**src/rtl/robo_copier.sv**
```systemverilog
// robo_copier: buffers one interleaved block of BLK_LEN bits, then replays it
// NCOPY times, each copy starting SHIFT bits further round the block
// (cyclically). Output stream is fully registered; buffer storage is not reset.
module robo_copier #(
  parameter int BLK_LEN = 128,
  parameter int NCOPY   = 4,
  parameter int SHIFT   = 32
) (
  input  logic clk,
  input  logic rst,
  input  logic start,
  input  logic din,
  input  logic din_vld,
  output logic request,
  output logic dout,
  output logic dout_vld,
  output logic dout_first,
  output logic busy,
  output logic done
);

  localparam int AW = $clog2(BLK_LEN);
  localparam int KW = (NCOPY > 1) ? $clog2(NCOPY) : 1;

  localparam logic [AW:0]   FILL_LEN = (AW+1)'(BLK_LEN);
  localparam logic [AW:0]   FILL_END = (AW+1)'(BLK_LEN - 1);
  localparam logic [AW-1:0] J_LAST   = AW'(BLK_LEN - 1);
  localparam logic [KW-1:0] K_LAST   = KW'(NCOPY - 1);
  localparam logic [AW-1:0] SHIFT_A  = AW'(SHIFT);

  localparam logic [1:0] S_IDLE = 2'd0;
  localparam logic [1:0] S_FILL = 2'd1;
  localparam logic [1:0] S_COPY = 2'd2;
  localparam logic [1:0] S_DONE = 2'd3;

  logic [1:0]         state_q, state_d;
  logic [AW:0]        wr_cnt_q, wr_cnt_d;
  logic [KW-1:0]      k_q, k_d;
  logic [AW-1:0]      j_q, j_d;
  // base_q holds k*SHIFT mod BLK_LEN so the read address is one add, no multiply
  logic [AW-1:0]      base_q, base_d;
  logic [BLK_LEN-1:0] mem_q, mem_d;
  logic               dout_q, dout_d;
  logic               dout_vld_q, dout_vld_d;
  logic               dout_first_q, dout_first_d;
  logic               done_q, done_d;
  logic [AW-1:0]      rd_addr;

  // Read address wraps naturally by truncation to AW bits
  assign rd_addr = base_q + j_q;

  assign request    = (state_q == S_FILL) && (wr_cnt_q < FILL_LEN);
  assign busy       = (state_q != S_IDLE);
  assign dout       = dout_q;
  assign dout_vld   = dout_vld_q;
  assign dout_first = dout_first_q;
  assign done       = done_q;

  // Next-state, buffer write and output stream generation
  always_comb begin
    state_d      = state_q;
    wr_cnt_d     = wr_cnt_q;
    k_d          = k_q;
    j_d          = j_q;
    base_d       = base_q;
    mem_d        = mem_q;
    dout_d       = 1'b0;
    dout_vld_d   = 1'b0;
    dout_first_d = 1'b0;
    done_d       = 1'b0;
    case (state_q)
      S_IDLE: begin
        // done_q high means we are in the pulse cycle right after DONE;
        // a start landing there must not launch a new block
        if (start && !done_q) begin
          state_d  = S_FILL;
          wr_cnt_d = '0;
        end
      end
      S_FILL: begin
        if (din_vld && (wr_cnt_q < FILL_LEN)) begin
          mem_d[wr_cnt_q[AW-1:0]] = din;
          wr_cnt_d = wr_cnt_q + 1'b1;
          if (wr_cnt_q == FILL_END) begin
            state_d = S_COPY;
            k_d     = '0;
            j_d     = '0;
            base_d  = '0;
          end
        end
      end
      S_COPY: begin
        dout_d       = mem_q[rd_addr];
        dout_vld_d   = 1'b1;
        dout_first_d = (j_q == '0);
        if (j_q == J_LAST) begin
          j_d    = '0;
          base_d = base_q + SHIFT_A;
          if (k_q == K_LAST) state_d = S_DONE;
          else               k_d = k_q + 1'b1;
        end else begin
          j_d = j_q + 1'b1;
        end
      end
      S_DONE: begin
        state_d  = S_IDLE;
        done_d   = 1'b1;
        wr_cnt_d = '0;
      end
      default: state_d = S_IDLE;
    endcase
  end

  // Control and output registers; reset dominates start and din_vld
  always_ff @(posedge clk) begin
    if (rst) begin
      state_q      <= S_IDLE;
      wr_cnt_q     <= '0;
      k_q          <= '0;
      j_q          <= '0;
      base_q       <= '0;
      dout_q       <= 1'b0;
      dout_vld_q   <= 1'b0;
      dout_first_q <= 1'b0;
      done_q       <= 1'b0;
    end else begin
      state_q      <= state_d;
      wr_cnt_q     <= wr_cnt_d;
      k_q          <= k_d;
      j_q          <= j_d;
      base_q       <= base_d;
      dout_q       <= dout_d;
      dout_vld_q   <= dout_vld_d;
      dout_first_q <= dout_first_d;
      done_q       <= done_d;
    end
  end

  // Block storage; contents only matter after a complete refill
  always_ff @(posedge clk) begin
    mem_q <= mem_d;
  end

endmodule

```
**config.mk**
```make
export PLATFORM = sky130hd
export DESIGN_NAME = robo_copier
export DESIGN_NICKNAME = d
export VERILOG_FILES = /design/src/rtl/robo_copier.sv
export SDC_FILE = /design/constraint.sdc
export NUM_CORES = 1
export LEC_CHECK = 0
export CORE_MARGIN = 2
export CORE_UTILIZATION = 45
export DETAILED_ROUTE_END_ITERATION = 10
export PLACE_DENSITY = 0.6
export SETUP_SLACK_MARGIN = 0.2
export SLEW_MARGIN = 20
export SYNTH_ARGS = -nofsm -noshare
export SYNTH_HDL_FRONTEND = slang
export SYNTH_SLANG_ARGS = --single-unit
```
**constraint.sdc**
```tcl
create_clock -name clk -period 4.68 [get_ports clk]
set_clock_uncertainty 0.1 [all_clocks]
set_input_delay 0.936 -clock clk [delete_from_list [all_inputs] [get_ports clk]]
set_output_delay 0.936 -clock clk [all_outputs]
set_load 0.01 [all_outputs]
```
Yosys cells after proc, flatten, opt, wreduce, memory -nomap -nowiden --
Index checks and enable logic that the tools add are counted.
Word-level totals: bits of input ports 5, flip-flop bits (word level) 158
Operators by class: reduce and logical (&&, ||, !) cells 17, order comparisons 4, mux-type cells 27, add/subtract/negate cells 5, equal/unequal tests 12, bitwise operators 1
Operators by type and width (count):
- 128-bit bitwise mux | 1
- 7-bit two-way mux | 4
- 7-bit case mux with 2 select lines | 2
- 8-bit case mux with 3 select lines | 1
- 2-bit two-way mux | 9
- 7-bit by 8-bit < comparator with 1-bit output (second input constant) | 2
- 8-bit two-way mux | 2
- 5-bit AND reduction | 2
- 8-bit by 1-bit adder with 8-bit output (second input constant) | 1
- 8-bit by 7-bit equality test with 1-bit output (second input constant) | 1
- 8-bit < comparator (second input constant) | 1
- 2-bit inequality test (second input constant) | 4
- 2-bit case mux with 4 select lines | 1
- 7-bit by 1-bit adder with 7-bit output (second input constant) | 1
- 7-bit by 6-bit adder with 7-bit output (second input constant) | 1
- 7-bit adder | 1
- 1-bit binary-select mux with 7-bit select | 1
- 1-bit demux with 7-bit select | 1
- 7-bit equality test (second input constant) | 1
- 7-bit by 1-bit greater-or-equal comparator with 1-bit output (second input constant) | 1
- 7-bit logical NOT | 1
- 2-bit equality test (second input constant) | 3
- 3-bit AND reduction | 2
- 1-bit logical AND | 4
- other kinds (13) | 18

Longest topological paths before layout --
Gate-level depths: netlist of the first run.
word-level depth 5, gate-level depth with buffers 9

Worst setup path after synthesis of the first run --
Ideal clock, no wire load.
kind input-to-reg, start in din_vld, end reg mem_q[22] (enable), stages 6, slack 2.397 ns, library setup time 0.300 ns, arrival 1.883 ns, required time 4.280 ns, path through nor2b_1 -> nand2_1 -> nor2_1 -> nand3_1 -> clkbuf_1 -> nor2_1
Between the ends: cells in the longest elaborated chain, start to end 2
Ends and longest elaborated chain:
- start: declaration | line 13 | input logic din_vld,
- 1-bit logical AND | line 81 | if (din_vld && (wr_cnt_q < FILL_LEN)) begin
- 2-bit AND reduction (no line)
- end signal: assignment | line 141 | mem_q <= mem_d;
- end: declaration | line 42 | logic [BLK_LEN-1:0] mem_q, mem_d;
No other way between the ends. A chain may end at the register's enable or synchronous reset.

Final worst setup path of the first run --
start reg state_q[1], end out request
Between the ends: cells in the longest elaborated chain, start to end 2
Ends and longest elaborated chain:
- start: declaration | line 36 | logic [1:0] state_q, state_d;
- start signal: assignment | line 127 | state_q <= state_d;
- 2-bit by 1-bit equality test with 1-bit output | line 52 | assign request = (state_q == S_FILL) && (wr_cnt_q < FILL_LEN);
- 1-bit logical AND | line 52
- end: declaration | line 14 | output logic request,
No other way between the ends.

==> results of run 1 <==
-- per-layer routing --
layer / part of all wire, % / up-vias
met2: 49 / 90
met5: 0 / -
met1: 45 / 2158
met4: 1.4 / 0
li1: - / 1977
met3: 4.7 / 14
-- where the power goes --
group / leakage, nW / internal, mW / switching [mW]
logic: 0.772 / 0.178 / 0.201
clock network: 0.256 / 0.734 / 0.551
registers: 1.35 / 1.50 / 0.0609
-- placed cells by master (no fill, tap or decap), drive strengths merged, types with 7 or more instances in the layout --
cell type	n
clkdlybuf4s50	9
nand2	34
nor2	155
a21oi	8
mux4	28
nand4	7
nand3	14
edfxtp	128
clkbuf	19
ha	9
xor2	9
mux2i	17
nor2b	12
dfxtp	25
inv	13
-- how the worst min path moves through the flow --
| stage | cells after the start | endpoint | slack [ps] |
|---|---|---|---|
| after floorplan | 2 | k_q[1] | 340 |
| after global placement | 2 | k_q[1] | 340 |
| after detailed placement | 2 | k_q[1] | 350 |
| after CTS | 2 | k_q[1] | 360 |
| after global routing | 2 | k_q[0] | 390 |
| final | 2 | k_q[1] | 360 |
-- layout make-up --
cell class              count  area share, %
clock inverters            13           1.58
clock buffers              19           5.62
multi-input cells         347           31.1
flip-flops and latches    153           56.4
inverters                  11          0.536
repair buffers             14           1.67
well taps                 188           3.05
-- sequential cells by signal, summed over array words and instances, names as in the netlist --
name	flops
mem_q	128
wr_cnt_q	8
j_q	7
base_q	2
k_q	2
state_q	2
done	1
dout	1
dout_first	1
dout_vld	1
-- critical path, cell delays in order, from the launching register on --
cell and delay (ps):
dfxtp_1 340, inv_1 90, ha_1 250, inv_1 140, nor2_1 100, clkdlybuf4s50_1 540
-- through the flow --
stage,cell area [µm²],cells
after global routing,7700,745
after detailed placement,7140,713
after CTS,7700,745
after global placement,7140,713
after floorplan,6930,539
final,7700,745
-- cells by family after synthesis --
| family | Yosys count | synth area share (%) |
|---|---|---|
| mux | 50 | 13.0 |
| simple gates | 244 | 15.1 |
| xor+xnor | 11 | 1.39 |
| buf+inv | 39 | 2.81 |
| flops | 153 | 62.6 |
| fa+ha+maj | 9 | 1.62 |
| compound gates | 33 | 3.43 |
==> metrics.md, run 1 <==
| Metric | Value |
|---|---|
| Area growth, synth to finish | `11.0%` |
| N_diodes | `0` |
| Synth Instances | `539` |
| Worst path required time | `~3600 ps` |
| Post-DP HPWL | `between 8000 and 9000 µm` |
| Final Power | `3.22 mW` |
| Met2 GRT Util | `31.6%` |
| Final period utilization | `62.3%` |
| Post-Syn Nets | `553` |
| Overall die width | `128 µm` |
| FFs w/ async S/R, synth | `0%` |
| Routed vias | `4239` |
| CORE AREA | `15100 µm²` |
| Share of layout cells above drive strength 1 | `11.3%` |
| Clock Tree Buf Depth | `2` |
| Area leader, netlist | `edfxtp_1` |
| ANT nets after route | `0` |
| Die ar. | `16400 µm²` |
| I/O Buffers | `10` |
| RSZ-0062 raised after global routing | `no` |
| Setup Buffers After CTS | `0` |
| Crit end category | `primary output` |
| Min Clock Period, post-route | `2920 ps` |
| GP Congestion | `0.791` |
| Syn avg cell area | `about 13 µm²` |
| Initial Util | `45.8%` |
| Post-cts sizing count | `0` |
| IO Pins | `11` |
| Relative slew margins | `31.7%` |
| H-tree Lvls | `4` |
| Post-synthesis sequential area ratio | `between 60% and 70%` |
| Hold Vio Cnt, Final | `0` |
| Fillers | `1312` |
| Launch point of the worst reg-to-reg path | `j_q[0]` |
| Dpl ws | `1410 ps` |
| Initial antenna violation count | `0` |
| CTS tree | `yes` |
| WHS | `360 ps` |
| CP Data Arrival Time | `1880 ps` |
| Layout Nets | `558` |
| Worst setup path endpoint | `request` |
| Reg2Reg Depth | `6` |
| Crit Path Category | `register to primary output` |
| Grt ovf | `0` |
| Max-slew violation count | `0` |
| GR Layer Usage met3 | `5.51%` |
| DRT Wirelength | `14300 µm` |
| Max VDD drop | `just under 0.3 mV` |
| Multi-input gate area | `2390 µm²` |
| Routing usage on met1 | `24.2%` |
| Post-layout util | `50.8%` |
| Clock root cell | `clkbuf_16` |
| Synth Cell Area | `6930 µm²` |
| Worst Tran Pin Value | `1020 ps` |
| Setup violators final | `0` |
| Post-synth top cells | `155 x nor2_1, 128 x edfxtp_1, 34 x nand2_1` |
| Post-synth EDFFs | `128` |
| Initial DRC count | `between 300 and 400` |
| Drc violations | `0` |
| Main synth FF type | `edfxtp_1` |
| PD cells | `418 nW/µm²` |
| CTS hold repair buffers | `0` |
| Setup TNS | `0 ps` |
| Largest net degree at the start of global routing | `129` |
| 1st-pass router iterations | `5` |
| Status | `complete, no violations` |
| Max Clk Rate | `0.343 GHz` |
| Hold_sp | `k_q[1]` |
| TritonCTS Buffers | `17` |
| Area occupied by registers | `4350 µm²` |
| Top Usage Layer GRT | `met2` |
| Final Worst Setup Slack | `1760 ps` |
| Yosys cell types | `47` |
| Global-route wire length before repair | `22800 µm` |
| Warnings, synthesis | `0` |
| CP max FO | `6` |
| Number of global-route vias before repair | `between 4000 and 5000` |
| R2r setup slk | `1940 ps` |
| CTS clk-pin slew, worst paths | `roughly 60 ps` |
| R2R Path End | `k_q[0]` |
| Skew-Pair Late Insertion Delay | `about 420 ps` |
| Chip height | `roughly 130 µm` |
| Routed length per instance | `19.2 µm` |
| # rows | `45` |
| Crit. Startpoint | `state_q[1]` |
| Nature of the critical path startpoint | `register` |
| Via/cell ratio | `5.69` |
| Hold Crit Class | `register to register` |
| Tot GR Track Use | `19.0%` |
| Seq cells post-synth | `roughly 150` |
| Max-Cap Viols | `0` |
| Most common cell in the netlist | `nor2_1` |
| Yosys top cell area share | `55.4%` |
| Top post-synthesis cells by area | `edfxtp_1 55%, nor2_1 8.4%, dfxtp_1 7.2%` |
| Clock sink total | `153` |
| Leak | `2.38 nW` |
No activity file was read; power rests on OpenSTA's default activity.
==> run 2, diff against run 1 <==
Settings changed: PLACE_DENSITY 0.6 to 0.62.
Clock period 4.68 ns to 2.6 ns, I/O delays scaled along.
==> run 2 against run 1 <==
  * Sequential power is 75% higher
  * First-iteration DRC count is 10% lower
  * Register-to-register slack worse by 1500 ps
  * Global-route usage is 0.35 points lower
  * Routed wire length is 0.86% lower
  * Sequential share of layout area is 1.4 points lower
  * Worst hold slack worse by 3.9 ps
  * Critical path type unchanged
  * Largest cell class unchanged
==> metrics.md, run 2 (synthesis results as in run 1) <==
| Metric | Value |
|---|---|
| Hold Crit Depth | `2` |
| P_int | `between 4 and 5 mW` |
| R2r setup slk | `390 ps` |
| Overall die width | `128 µm` |
| CP max FO | `4` |
| Critical Path Most Common Cell | `inv_1` |
| Max Clk Rate | `0.433 GHz` |
| Status | `complete, no violations` |
| RSZ-0062 raised after global routing | `no` |
| Reg2Reg Depth | `6` |
| Reg with most FFs | `mem_q` |
| Layout Cells excl Fill | `763` |
| TritonCTS Buffers | `17` |
| Critical-path cell list | `inv_1 > ha_1 > inv_1 > clkdlybuf4s50_1` |
| Net switching power | `between 1 and 1.5 mW` |
| Layout Nets | `577` |
| IO Pins | `11` |
| ANT nets after route | `0` |
| CORE AREA | `15100 µm²` |
| Hold Vio Cnt, Final | `0` |
| Critical path's largest stage delay | `around 540 ps` |
| Global-route wire length before repair | `between 20000 and 25000 µm` |
| Hold Crit Class | `register to register` |
| Setup violators final | `0` |
| Dpl ws | `roughly 210 ps` |
| Routed length per instance | `18.6 µm` |
| Setup Buffers After CTS | `0` |
| GP Congestion | `0.779` |
| Most frequent cells in the layout | `155 x nor2_1, 128 x edfxtp_1, 34 x nand2_1, 22 x dfxtp_1, 19 x buf_4` |
| Die ar. | `16400 µm²` |
| # rows | `45` |
| Comb power frac | `13.9%` |
| CTS clk-pin slew, worst paths | `60 ps` |
| Area growth, synth to finish | `13.9%` |
| Drc violations | `0` |
| Max-slew violation count | `0` |
| Clock share of power | `between 30% and 40%` |
| Clock root cell | `clkbuf_16` |
| Worst Tran Pin Value | `462 ps` |
| Leak | `2.50 nW` |
| Hold_sp | `k_q[1]` |
| Crit Path Category | `register to primary output` |
| CTS tree | `yes` |
| DRT Wirelength | `14200 µm` |
| Final Worst Setup Slack | `just under 300 ps` |
| Hold Path End | `k_q[1]` |
| Launch point of the worst reg-to-reg path | `j_q[0]` |
| Max VDD drop | `0.458 mV` |
| Chip height | `128 µm` |
| Relative slew margins | `between 60% and 70%` |
| Clock sink total | `around 150` |
| Setup TNS | `0 ps` |
| H-tree Lvls | `4` |
| Skew-Pair Late Insertion Delay | `420 ps` |
| Via/cell ratio | `between 5 and 6` |
| Worst path required time | `1980 ps` |
| Crit end category | `primary output` |
| Final period utilization | `around nine tenths` |
| Reg power frac | `46.4%` |
| Commonest non-fill, non-tap cell in the layout | `nor2_1` |
| Cell at the slowest stage of the critical path | `clkdlybuf4s50_1` |
| Nature of the critical path startpoint | `register` |
| PD cells | `between 700 and 800 nW/µm²` |
| Share of layout cells above drive strength 1 | `14.4%` |
| Tot GR Track Use | `18.7%` |
| WHS | `356 ps` |
| Max reg flops | `128` |
| Grt ovf | `0` |
| Max-Cap Viols | `0` |
| Routed vias | `4228` |
| I/O Buffers | `10` |
| CP Data Arrival Time | `1690 ps` |
| Clock Tree Buf Depth | `2` |
| Initial antenna violation count | `0` |
| Final Power | `approximately 6 mW` |
| R2R Path End | `dout` |
| Initial DRC count | `351` |
| 1st-pass router iterations | `4` |
| N_diodes | `0` |
| Initial Util | `45.8%` |
| Number of global-route vias before repair | `roughly 4300` |
| Largest regs | `mem_q: 128 flops, wr_cnt_q: 8 flops, j_q: 7 flops` |
| Sw Ratio | `24.1%` |
| Largest net degree at the start of global routing | `129` |
| Post-DP HPWL | `between 8000 and 9000 µm` |
| Placed insts | `732` |
| Min Clock Period, post-route | `2310 ps` |
[run 2: timing repair]
action | in CTS | in global routing
pin swaps | 1 | 0
endpoints found under the hold margin | 0 | 0
gates cloned | 0 | 0
resized for setup | 2 | 2
endpoints found under the setup margin | 1 | 1
hold buffers | 0 | 0
[run 2: cell type report]
type / instances / area [µm²]
inverters: 11 / 41.3
clock buffers: 18 / 429
repair buffers: 33 / 317
well taps: 188 / 235
multi-input cells: 347 / 2400
clock inverters: 13 / 131
fillers: 1262 / 7250
flip-flops and latches: 153 / 4350
[run 2: per-stage QoR]
stage / util (%) / instance area (µm²)
finish: 52.2 / 7900
global route: 52.2 / 7900
CTS: 52.1 / 7900
detailed placement: 48.4 / 7330
global placement: 48.4 / 7330
floorplan: - / 6930
[run 2: power by group through the flow]
stage               clock network (mW)  logic, mW  registers, mW
floorplan                            0      0.556           2.78
global placement                     0      0.816           2.78
detailed placement                   0      0.829           2.78
CTS                               2.38      0.829           2.73
global route                      2.49      0.900           2.74
finish                            2.34      0.819           2.73
[run 2: worst max-delay path by stage]
stage	start	endpoint	slack, ps	cells after the start
2_1_floorplan	state_q[0]	wr_cnt_q[6]	600	8
3_3_place_gp	din_vld	mem_q[22]	280	7
3_5_place_dp	din_vld	mem_q[24]	210	7
4_1_cts	state_q[0]	busy	210	4
5_1_grt	state_q[0]	busy	220	4
6_report	state_q[0]	busy	290	4
[run 2: metal layers]
layer	track usage, %	share of wire, %
met5	0	0
met4	7.56	2.0
met3	3.92	4.9
met2	30.6	49
met1	24.4	44
[run 2: critical path: cells and delay by family (launching register included)]
family     cells  cell delay [ps]
flops          1              360
fa+ha+maj      1              210
buf+inv        3              700
==> run 3, diff against run 2 <==
Settings changed: RECOVER_POWER from default to 25.
==> run 3 against run 2 <==
  * The run now ends with max-capacitance violations, max-slew violations left
  * Non-clock buffer count stayed put
  * Utilization is 0.099 points lower
  * First-iteration DRC count is 1.1% lower
  * Worst hold slack hardly changed
  * Via count is 1.2% higher
  * Combinational power hardly changed
  * Power hardly changed
  * Worst setup slack worse by 0.57 ps
  * Routed wire length hardly changed
  * Largest power group unchanged
  * Highest routed layer unchanged
==> metrics.md, run 3 (synthesis results as in run 1) <==
| Metric | Value |
|---|---|
| Largest regs | `mem_q: 128 flops, wr_cnt_q: 8 flops, j_q: 7 flops` |
| Hold Crit Depth | `2` |
| # rows | `45` |
| GP Congestion | `0.779` |
| IO Pins | `11` |
| Routed length per instance | `18.6 µm` |
| Max-slew violation count | `roughly 130` |
| Worst Tran Pin Value | `1900 ps` |
| ANT nets after route | `0` |
| Overall die width | `128 µm` |
| Worst path required time | `1980 ps` |
| Relative slew margins | `-26.7%` |
| PD cells | `748 nW/µm²` |
| Max Clk Rate | `0.433 GHz` |
| DRT Wirelength | `14200 µm` |
| TritonCTS Buffers | `17` |
| Multi-input gate area | `2400 µm²` |
| Clock Tree Buf Depth | `2` |
| H-tree Lvls | `4` |
| Max-Cap Viols | `1` |
| Clock root cell | `clkbuf_16` |
| Reg with most FFs | `mem_q` |
| Max VDD drop | `0.460 mV` |
| Initial Util | `45.8%` |
| CP max FO | `4` |
| Leak | `2.49 nW` |
| Crit end category | `primary output` |
| Setup violators final | `0` |
| I/O Buffers | `10` |
| Drc violations | `0` |
| Most frequent cells in the layout | `155 x nor2_1, 128 x edfxtp_1, 34 x nand2_1, 22 x dfxtp_1, 19 x buf_4` |
| Final period utilization | `88.9%` |
| Tot GR Track Use | `18.7%` |
| Number of global-route vias before repair | `about 4300` |
| Critical Path Most Common Cell | `inv_1` |
| Die ar. | `16400 µm²` |
| Post-DP HPWL | `8820 µm` |
| Clock sink total | `153` |
| Hold Crit Class | `register to register` |
| Global-route wire length before repair | `around 23000 µm` |
| Share of layout cells above drive strength 1 | `14.4%` |
| CP Data Arrival Time | `1690 ps` |
| Final Power | `5.90 mW` |
| Critical-path cell list | `inv_1 > ha_1 > inv_1 > clkdlybuf4s50_1` |
| Cell at the slowest stage of the critical path | `clkdlybuf4s50_1` |
| Layout Nets | `577` |
| Grt ovf | `0` |
| Routed vias | `4280` |
| WHS | `356 ps` |
| Failing checks | `max-capacitance violations, max-slew violations` |
| Largest net degree at the start of global routing | `129` |
| Area growth, synth to finish | `13.7%` |
| CTS tree | `yes` |
| N_diodes | `0` |
| CTS clk-pin slew, worst paths | `60 ps` |
| Commonest non-fill, non-tap cell in the layout | `nor2_1` |
| Skew-Pair Late Insertion Delay | `420 ps` |
| Max reg flops | `128` |
| Initial antenna violation count | `0` |
| Hold Vio Cnt, Final | `0` |
| Min Clock Period, post-route | `~2300 ps` |
| Critical path's largest stage delay | `540 ps` |
| Area occupied by registers | `4350 µm²` |
| Via/cell ratio | `5.61` |
| Crit Path Category | `register to primary output` |
| Fillers | `1264` |
| RSZ-0062 raised after global routing | `no` |
| Nature of the critical path startpoint | `register` |
| Initial DRC count | `347` |
| CORE AREA | `15100 µm²` |
| Reg2Reg Depth | `6` |
| Status | `finished with violations` |
| 1st-pass router iterations | `4` |
| Chip height | `128 µm` |
| Setup TNS | `0 ps` |
==> run 3: cell counts in the layout (fill, tap and decap cells not counted) <==
Identical to the previous run, type by type.
==> run 3: area by class of cell <==
class | count | area share (%)
clock inverters | 13 | 1.67
repair buffers | 33 | 3.82
inverters | 11 | 0.524
clock buffers | 18 | 5.44
well taps | 188 | 2.98
multi-input cells | 347 | 30.4
flip-flops and latches | 153 | 55.1
==> run 3: critical path: cells and delay by family (launching register included) <==
kind,cells,cell delay (ps)
adder cells (fa/ha/maj),1,210
buffers and inverters,3,700
flip-flops,1,360
==> run 3: path summary, 6_finish.rpt <==
check,from,end,slack (ps)
max,state_q[0],busy,290
min,k_q[1],k_q[1],360
max reg2reg,j_q[0],dout,400
min reg2reg,k_q[1],k_q[1],360
==> run 3: metal layers <==
metal,track usage [%],share of wire [%],wire length [µm]
met3,3.92,5.1,720
met2,30.6,49,6960
met5,0,0,0
met4,7.56,2.4,336
met1,24.4,44,6180
==> run 3: what timing repair did <==
item / CTS / global route
resized for setup: 2 / 2
buffers inserted: 0 / 0
endpoints found under the setup margin: 1 / 1
pin swaps: 1 / 0
hold buffers: 0 / 0
gates cloned: 0 / 0
==> run 3: power breakdown <==
group | leakage [nW] | total, mW | internal [mW] | switching [mW]
clock | 0.267 | 2.34 | 1.40 | 0.947
combinational | 0.871 | 0.817 | 0.375 | 0.442
sequential | 1.35 | 2.74 | 2.70 | 0.0375
total | 2.49 | 5.90 | 4.47 | 1.43
==> run 3: metrics by stage <==
step	area, µm²	util, %	setup WS [ps]	cells
floorplan	6930	-	598	539
global placement	7330	48.4	279	732
detailed placement	7330	48.4	205	732
CTS	7900	52.1	213	763
global route	7880	52.1	198	763
finish	7880	52.1	288	763
